**src/rtl/alu_arbiter_if.sv**
```systemverilog
// Requester-side bus of alu_arbiter: request handshake, operands and response handshake.
// ALU_OP_CHECK_EN adds the rsp_err response flag.
interface alu_arbiter_if #(
  parameter int WIDTH = 32
);
  logic [1:0]         req_valid;
  logic [1:0]         req_ready;
  logic [2*WIDTH-1:0] req_opA;
  logic [2*WIDTH-1:0] req_opB;
  logic [11:0]        req_op;
  logic [1:0]         rsp_valid;
  logic [1:0]         rsp_ready;
  logic [WIDTH-1:0]   rsp_result;
  logic               rsp_zf;
`ifdef ALU_OP_CHECK_EN
  logic               rsp_err;

  modport slave (
    input  req_valid, req_opA, req_opB, req_op, rsp_ready,
    output req_ready, rsp_valid, rsp_result, rsp_zf, rsp_err
  );

  modport master (
    output req_valid, req_opA, req_opB, req_op, rsp_ready,
    input  req_ready, rsp_valid, rsp_result, rsp_zf, rsp_err
  );
`else
  modport slave (
    input  req_valid, req_opA, req_opB, req_op, rsp_ready,
    output req_ready, rsp_valid, rsp_result, rsp_zf
  );

  modport master (
    output req_valid, req_opA, req_opB, req_op, rsp_ready,
    input  req_ready, rsp_valid, rsp_result, rsp_zf
  );
`endif
endinterface

```
**src/rtl/alu_arbiter.sv**
```systemverilog
// Round-robin sharing of one single-cycle ALU between two requesters with a registered response.
// Optional ALU_OP_CHECK_EN: illegal alu_op codes bypass the ALU and answer with rsp_err=1.
module alu_arbiter #(
  parameter int WIDTH     = 32,
  parameter bit PRIO_INIT = 1'b0
) (
  input  logic             clk,
  input  logic             nrst,
  alu_arbiter_if.slave     bus,
  output logic [WIDTH-1:0] alu_opA,
  output logic [WIDTH-1:0] alu_opB,
  output logic [5:0]       alu_op,
  input  logic [WIDTH-1:0] alu_result,
  input  logic             alu_zf,
  output logic             busy
);

  // state | meaning
  // IDLE  | waiting for req_valid; grants combinationally and latches operands
  // EXEC  | ALU driven from latches; result captured at the edge
  // RESP  | rsp_valid[owner] held until rsp_ready[owner]
  localparam logic [1:0] IDLE = 2'd0;
  localparam logic [1:0] EXEC = 2'd1;
  localparam logic [1:0] RESP = 2'd2;

  logic [1:0]       state;
  logic             owner;
  logic             prio;
  logic [WIDTH-1:0] opa_q;
  logic [WIDTH-1:0] opb_q;
  logic [5:0]       op_q;
  logic [WIDTH-1:0] result_q;
  logic             zf_q;

  logic             any_valid;
  logic             gnt;
  logic [WIDTH-1:0] gnt_opa;
  logic [WIDTH-1:0] gnt_opb;
  logic [5:0]       gnt_op;

  always_comb begin
    any_valid = |bus.req_valid;
    gnt       = (&bus.req_valid) ? prio : bus.req_valid[1];
    gnt_opa   = gnt ? bus.req_opA[2*WIDTH-1:WIDTH] : bus.req_opA[WIDTH-1:0];
    gnt_opb   = gnt ? bus.req_opB[2*WIDTH-1:WIDTH] : bus.req_opB[WIDTH-1:0];
    gnt_op    = gnt ? bus.req_op[11:6] : bus.req_op[5:0];
  end

`ifdef ALU_OP_CHECK_EN
  logic err_q;
  logic gnt_legal;

  always_comb begin
    case (gnt_op)
      6'h20, 6'h22, 6'h2A, 6'h00, 6'h02: gnt_legal = 1'b1;
      default:                           gnt_legal = 1'b0;
    endcase
  end

  assign bus.rsp_err = err_q;
`endif

  always_ff @(posedge clk or negedge nrst) begin
    if (!nrst) begin
      state    <= IDLE;
      owner    <= 1'b0;
      prio     <= PRIO_INIT;
      opa_q    <= '0;
      opb_q    <= '0;
      op_q     <= '0;
      result_q <= '0;
      zf_q     <= 1'b0;
`ifdef ALU_OP_CHECK_EN
      err_q    <= 1'b0;
`endif
    end else begin
      case (state)
        IDLE: begin
          if (any_valid) begin
            opa_q <= gnt_opa;
            opb_q <= gnt_opb;
            op_q  <= gnt_op;
            owner <= gnt;
            prio  <= ~gnt;
`ifdef ALU_OP_CHECK_EN
            if (gnt_legal) begin
              err_q <= 1'b0;
              state <= EXEC;
            end else begin
              // Illegal op never reaches the ALU; answer straight away.
              result_q <= '0;
              zf_q     <= 1'b0;
              err_q    <= 1'b1;
              state    <= RESP;
            end
`else
            state <= EXEC;
`endif
          end
        end
        EXEC: begin
          result_q <= alu_result;
          zf_q     <= alu_zf;
          state    <= RESP;
        end
        RESP: begin
          if (bus.rsp_ready[owner]) state <= IDLE;
        end
        default: state <= IDLE;
      endcase
    end
  end

  assign bus.req_ready  = (state == IDLE && any_valid) ? (gnt ? 2'b10 : 2'b01) : 2'b00;
  assign bus.rsp_valid  = (state == RESP) ? (owner ? 2'b10 : 2'b01) : 2'b00;
  assign bus.rsp_result = result_q;
  assign bus.rsp_zf     = zf_q;

  // ALU sees only latched values, never the live request bus.
  assign alu_opA = opa_q;
  assign alu_opB = opb_q;
  assign alu_op  = op_q;
  assign busy    = (state != IDLE);

endmodule

```
**src/flat_wrapper.sv**
```systemverilog
// flat-port wrapper written by rule: the top's interface ports become plain ports
module alu_arbiter_flat 
#(
  parameter int WIDTH     = 32,
  parameter bit PRIO_INIT = 1'b0
)
  (clk, nrst, alu_opA, alu_opB, alu_op, alu_result, alu_zf, busy, bus_req_valid, bus_req_opA, bus_req_opB, bus_req_op, bus_rsp_ready, bus_req_ready, bus_rsp_valid, bus_rsp_result, bus_rsp_zf);
  alu_arbiter_if #(.WIDTH(WIDTH)) bus_i ();
  input  logic clk;
  input  logic nrst;
  output logic [WIDTH-1:0] alu_opA;
  output logic [WIDTH-1:0] alu_opB;
  output logic [5:0] alu_op;
  input  logic [WIDTH-1:0] alu_result;
  input  logic alu_zf;
  output logic busy;
  input wire logic [$bits(bus_i.req_valid)-1:0] bus_req_valid;
  input wire logic [$bits(bus_i.req_opA)-1:0] bus_req_opA;
  input wire logic [$bits(bus_i.req_opB)-1:0] bus_req_opB;
  input wire logic [$bits(bus_i.req_op)-1:0] bus_req_op;
  input wire logic [$bits(bus_i.rsp_ready)-1:0] bus_rsp_ready;
  output wire logic [$bits(bus_i.req_ready)-1:0] bus_req_ready;
  output wire logic [$bits(bus_i.rsp_valid)-1:0] bus_rsp_valid;
  output wire logic [$bits(bus_i.rsp_result)-1:0] bus_rsp_result;
  output wire logic [$bits(bus_i.rsp_zf)-1:0] bus_rsp_zf;
  assign bus_i.req_valid = bus_req_valid;
  assign bus_i.req_opA = bus_req_opA;
  assign bus_i.req_opB = bus_req_opB;
  assign bus_i.req_op = bus_req_op;
  assign bus_i.rsp_ready = bus_rsp_ready;
  assign bus_req_ready = bus_i.req_ready;
  assign bus_rsp_valid = bus_i.rsp_valid;
  assign bus_rsp_result = bus_i.rsp_result;
  assign bus_rsp_zf = bus_i.rsp_zf;
  alu_arbiter #(.WIDTH(WIDTH), .PRIO_INIT(PRIO_INIT)) u_core (.clk(clk), .nrst(nrst), .bus(bus_i), .alu_opA(alu_opA), .alu_opB(alu_opB), .alu_op(alu_op), .alu_result(alu_result), .alu_zf(alu_zf), .busy(busy));
endmodule
```
**config.mk**
```make
export PLATFORM = sky130hd
export DESIGN_NAME = alu_arbiter_flat
export DESIGN_NICKNAME = d
export VERILOG_FILES = /design/src/rtl/alu_arbiter_if.sv /design/src/rtl/alu_arbiter.sv /design/src/flat_wrapper.sv
export SDC_FILE = /design/constraint.sdc
export NUM_CORES = 1
export LEC_CHECK = 0
export ABC_AREA = 1
export CAP_MARGIN = 0
export CORE_ASPECT_RATIO = 1.5
export CORE_MARGIN = 2
export CORE_UTILIZATION = 30
export CTS_CLUSTER_DIAMETER = 120
export DETAILED_ROUTE_END_ITERATION = 8
export PLACE_DENSITY = 0.66
export SYNTH_ARGS = -nofsm -noshare
export SYNTH_HDL_FRONTEND = slang
export SYNTH_SLANG_ARGS = --single-unit
```
**constraint.sdc**
```tcl
create_clock -name clk -period 1.3 [get_ports clk]
set_input_delay 0.325 -clock clk [delete_from_list [all_inputs] [get_ports clk]]
set_output_delay 0.325 -clock clk [all_outputs]
set_load 0.005 [all_outputs]
```
### Yosys cells after proc, flatten, opt, wreduce, memory -nomap -nowiden

Index checks and enable logic that the tools add are counted.

| storage, ports and cells | value |
|---|---|
| bits in registers | 107 |
| input bits | 179 |
| output and inout port bits | 108 |

| cells by class | value |
|---|---|
| $lt $le $gt $ge | 1 |
| eq/ne operators | 4 |
| mux-type cells | 13 |
| bitwise gates (word level) | 1 |
| reduce and logical (&&, ||, !) cells | 7 |

Operators with widths:

| kind | number |
|---|---|
| $mux W32 | 2 |
| $mux W2 | 6 |
| $mux W6 | 1 |
| $pmux W2 S3 | 1 |
| $reduce_and A2 Y1 | 3 |
| $ne A2 B1 Y1 const B | 2 |
| $mux W1 | 3 |
| $eq A2 B1 Y1 const B | 1 |
| $eq A2 B2 Y1 const B | 1 |
| $logic_not A2 Y1 | 1 |
| $lt A1 B2 Y1 const B | 1 |
| $reduce_bool A2 Y1 | 1 |
| $reduce_or A2 Y1 | 1 |
| $logic_and A1 B1 Y1 | 1 |
| $not A1 Y1 | 1 |

### Depth between registers and ports, before layout

| depth | value |
|---|---|
| word-level depth | 4 |
| mapped depth | 7 |

### Least setup slack after synthesis

No wires, ideal clock.

| timing path | value |
|---|---|
| path type | flip-flop to output port |
| from | register u_core.state[0] |
| to | output port bus_req_ready[0] |
| data arrival time | 0.899 ns |
| required time | 0.975 ns |
| slack | 0.076 ns |
| stages on the path, launching flop included | 5 |
| buffers on the path | 1 |
| cells stage by stage | dfrtp_1 > buf_2 > nor2_8 > o21ai_2 > nor2_1 |

| between the ends | value |
|---|---|
| word-level cells in the longest chain between the ends | 3 |

Ends and longest elaborated chain:

| item | line | source |
|---|---|---|
| from (decl) | alu_arbiter.sv:26 | `logic [1:0] state;` |
| from (signal assigned) | alu_arbiter.sv:65 | `state <= IDLE;` |
| from (signal assigned) | alu_arbiter.sv:97 | `state <= EXEC;` |
| from (signal assigned) | alu_arbiter.sv:104 | `state <= RESP;` |
| $logic_not A2 Y1 | alu_arbiter.sv:114 | `assign bus.req_ready = (state == IDLE && any_valid) ? (gnt ? 2'b10 : 2'b01) : 2'b00;` |
| $logic_and A1 B1 Y1 | alu_arbiter.sv:114 |  |
| $mux W2 | alu_arbiter.sv:114 |  |
| to (decl) | flat_wrapper.sv:22 | `output wire logic [$bits(bus_i.req_ready)-1:0] bus_req_ready;` |

No other way between the ends.

### Final worst setup path

| timing path | value |
|---|---|
| from | register u_core.state[0] |
| to | register u_core.opa_q[1], in the netlist u_core.alu_opA[1] |

| between the ends | value |
|---|---|
| word-level cells in the longest chain between the ends | 2 |

Ends and longest elaborated chain:

| item | line | source |
|---|---|---|
| $logic_not A2 Y1 | alu_arbiter.sv:77 | `case (state)` |
| $reduce_and A2 Y1 (no source line) | -- |  |
| to (signal assigned) | alu_arbiter.sv:80 | `opa_q <= gnt_opa;` |
| to (decl) | alu_arbiter.sv:29 | `logic [WIDTH-1:0] opa_q;` |

No other way between the ends.
A chain may end at the register's enable or synchronous reset.

==> flow_summary.toml <==
[critical_path]
rr_worst_depth = 10
critical_path_class = "flop to flop"
cp-end-kind = "flop"
crit_path_start_kind = "flop"
endpoint = "u_core.alu_opA[1]"
crit_chain = "buf_6 -> inv_4 -> nand2_4 -> buf_6 -> buf_6 -> nor2_8 -> buf_12 -> clkbuf_16 -> nand3_2 -> nand3_2"
critPathArrivalTime_ns = 1.92
cp_max_fo = 6
r2r_setup_slack_ns = -0.34
critPathRequiredTime_ns = 1.58
r2r_end = "u_core.alu_opA[1]"
r2r-start = "u_core.state[0]"
cp-startpoint = "u_core.state[0]"
cp_common_cell = "buf_6"
critical-path-max-stage-delay_ns = 0.43
crit_slowest_cell = "dfrtp_2"

[route]
drtIter0Drc = 244
wl_per_cell_um = 18.99
finalWirelength_um = 20630
viasPerCell = 5.097
vias = 5535
drcViolationCount = 0
first_pass_iters = 4
drtAntennaViolNets = 0

[sta]
period_share = 1.263
finClkSkew_ns = 0.01271
post-route-min-period_ns = 1.642
drv_slew = 0
maxSlewHeadroom = 0.6174
worstMarginPinSlew_ns = 0.5739
fmax_mhz = 608.8
finalHoldViolCount = 0
finalSetupViolations = 78
grt_setup_unrepaired = "true"
fin_ws_ns = -0.3425

[synthesis]
ys_top_cells_by_count = "nand3_1, nand2_1, dfrtp_1"
ys_ff_latch = 107
syn_avg_cell_area_um2 = 8.696
synth_top_area_frac = 0.5449
yosysWarnings = 0
mappedNetlistArea_mm2 = 0.004913
async_flop_share = 1.000
yosysTopAreaCell = "dfrtp_1"
synthFlopType = "dfrtp_1"
syn_nets = 744
synthCells = 565
synth_seq_area_share = 0.5449
synth_area_leaders = "dfrtp_1, nand3_1, nand2_1"
synth_most_common_cell = "nand3_1"
ys_types = 16
synth_edf_count = 0

[placed_design]
place_ws_ns = -0.8218
dp_hpwl_um = 12410
portBuffers = 286
place_area_mm2 = 0.008025
gp_congestion = 0.8115

[cts]
numCtsBuffers = 9
tritoncts = "done"
cts_root_buf = "clkbuf_16"
clk_pin_slew_worst_paths_ns = 0.08
cts.sinks = 107
worstSkewPairLatency_ns = 0.34
htreeDepth = 3
cts_buffer_depth = 2

[cells_and_area]
final_nets = 1053
drive_gt1_frac = 0.2878
syn2layout_area_growth_pct = 89.89
fin_area_mm2 = 0.009330

[global_routing]
track_usage = 0.2187
overflow = 0
grt_max_degree = 71
grt_pass1_vias = 5544
antenna_found_initial = 1
grt_pass1_wl_um = 29640

[floorplan]
start_util = 0.3048
dieArea_mm2 = 0.01744
core_area_mm2 = 0.01612
die_width_um = 108.5
fp-row-count = 57
die_h_um = 160.7
num_io_pins = 287

[flow_run]
max_cap_violations = 0

[outcome]
status = "finished with violations"
violations = "setup timing"

[hold_path]
hp-class = "input pin to asynchronous set/reset pin"

[power_and_ir_drop]
powerDensity_mw_per_mm2 = 2193
p_leak_nw = 4.298
vdd_drop_max_uv = 985.4
-- final cells by class --
type	instances	area (um^2)
fillers	1447	6788
inverters	6	25.02
well taps	206	257.7
flip-flops and latches	107	2680
repair buffers	351	3436
diodes	1	2.502
clock buffers	10	239.0
multi-input cells	399	2596
clock inverters	6	93.84
-- cell usage in the layout, fill, tap and decap left out, types with 2 or more instances in the layout --
| cell type | instances |
|---|---|
| nor2_4 | 3 |
| nand3_4 | 16 |
| buf_6 | 14 |
| nand3_2 | 81 |
| buf_2 | 11 |
| dfrtp_1 | 105 |
| inv_6 | 2 |
| nand2_2 | 2 |
| nand2_1 | 139 |
| clkbuf_16 | 11 |
| clkdlybuf4s50_1 | 175 |
| nor2_2 | 3 |
| clkdlybuf4s15_1 | 53 |
| dfrtp_2 | 2 |
| inv_2 | 2 |
| bufinv_16 | 2 |
| nand3_1 | 77 |
| buf_16 | 3 |
| buf_12 | 12 |
| nand4_1 | 70 |
| inv_1 | 3 |
| clkbuf_2 | 41 |
| nand2_4 | 2 |
| nor2_8 | 2 |
| buf_8 | 4 |
| buf_4 | 31 |
| nor2_1 | 2 |
-- worst max-delay path: cells and delay by family (launching register included) --
kind,cells,cell delay (ns)
buffers and inverters,6,0.73
AND/OR/NAND/NOR,4,0.43
flip-flops,1,0.43
-- routing by layer --
| metal | up-vias | routed length [um] | track usage |
|---|---|---|---|
| met5 | - | 0 | 0 |
| met4 | 0 | 562 | 0.07401 |
| met3 | 38 | 1353 | 0.04992 |
| met2 | 227 | 10790 | 0.3847 |
| met1 | 2670 | 7921 | 0.2584 |
| li1 | 2600 | - | - |
-- cells by family (layout without fill, tap and decap cells) --
logic type             count (synthesis)  after routing  share of synthesized area
AOI/OAI and AO/OA                      2              2                   0.002800
buffers and inverters                 59            373                    0.06086
DFF                                  107            107                     0.5449
other                                  0              1                          0
and+or+nand+nor                      397            397                     0.3914
-- stage by stage --
stage / utilization / hold WS [ns] / cells / TNS (ns) / power, W
3_5_place_dp: 0.4979 / 0.1914 / 1031 / -52.09 / 0.01562
4_1_cts: 0.5540 / 0.3601 / 1074 / -19.08 / 0.01972
6_report: 0.5789 / 0.3876 / 1086 / -21.74 / 0.02046
2_1_floorplan: - / 0.02941 / 565 / 0 / 0.01014
5_1_grt: 0.5789 / 0.3879 / 1086 / -26.48 / 0.02182
3_3_place_gp: 0.4979 / 0.1925 / 1031 / -49.19 / 0.01550
-- report_power, final --
part | switching (W) | internal, W | leakage (nW)
Sequential | 0.000891 | 0.00501 | 1.30
Clock | 0.00129 | 0.00176 | 0.160
Combinational | 0.00590 | 0.00560 | 2.84
Total | 0.00809 | 0.0124 | 4.30
-- registers in the layout, summed over array words and instances, names as in the netlist --
signal / count
u_core.alu_op: 6
u_core.alu_opA: 32
u_core.alu_opB: 32
u_core.bus.rsp_result: 32
u_core.bus.rsp_zf: 1
u_core.owner: 1
u_core.prio: 1
u_core.state: 2
-- worst min path at each step --
| stage | start | to |
|---|---|---|
| floorplan | nrst | u_core.alu_opA[0] |
| global placement | nrst | u_core.bus.rsp_result[12] |
| detailed placement | nrst | u_core.bus.rsp_result[19] |
| CTS | nrst | u_core.bus.rsp_result[19] |
| global route | nrst | u_core.bus.rsp_result[12] |
| finish | nrst | u_core.bus.rsp_result[12] |
-- what timing repair did --
action	4_1_cts	5_1_grt
gates cloned	5	5
pin swaps	21	46
endpoints found under the setup margin	213	148
resized for setup	306	154
hold buffers	1	0
setup buffers	22	9
endpoints found under the hold margin	9	0
No activity file was read; power rests on OpenSTA's default activity.
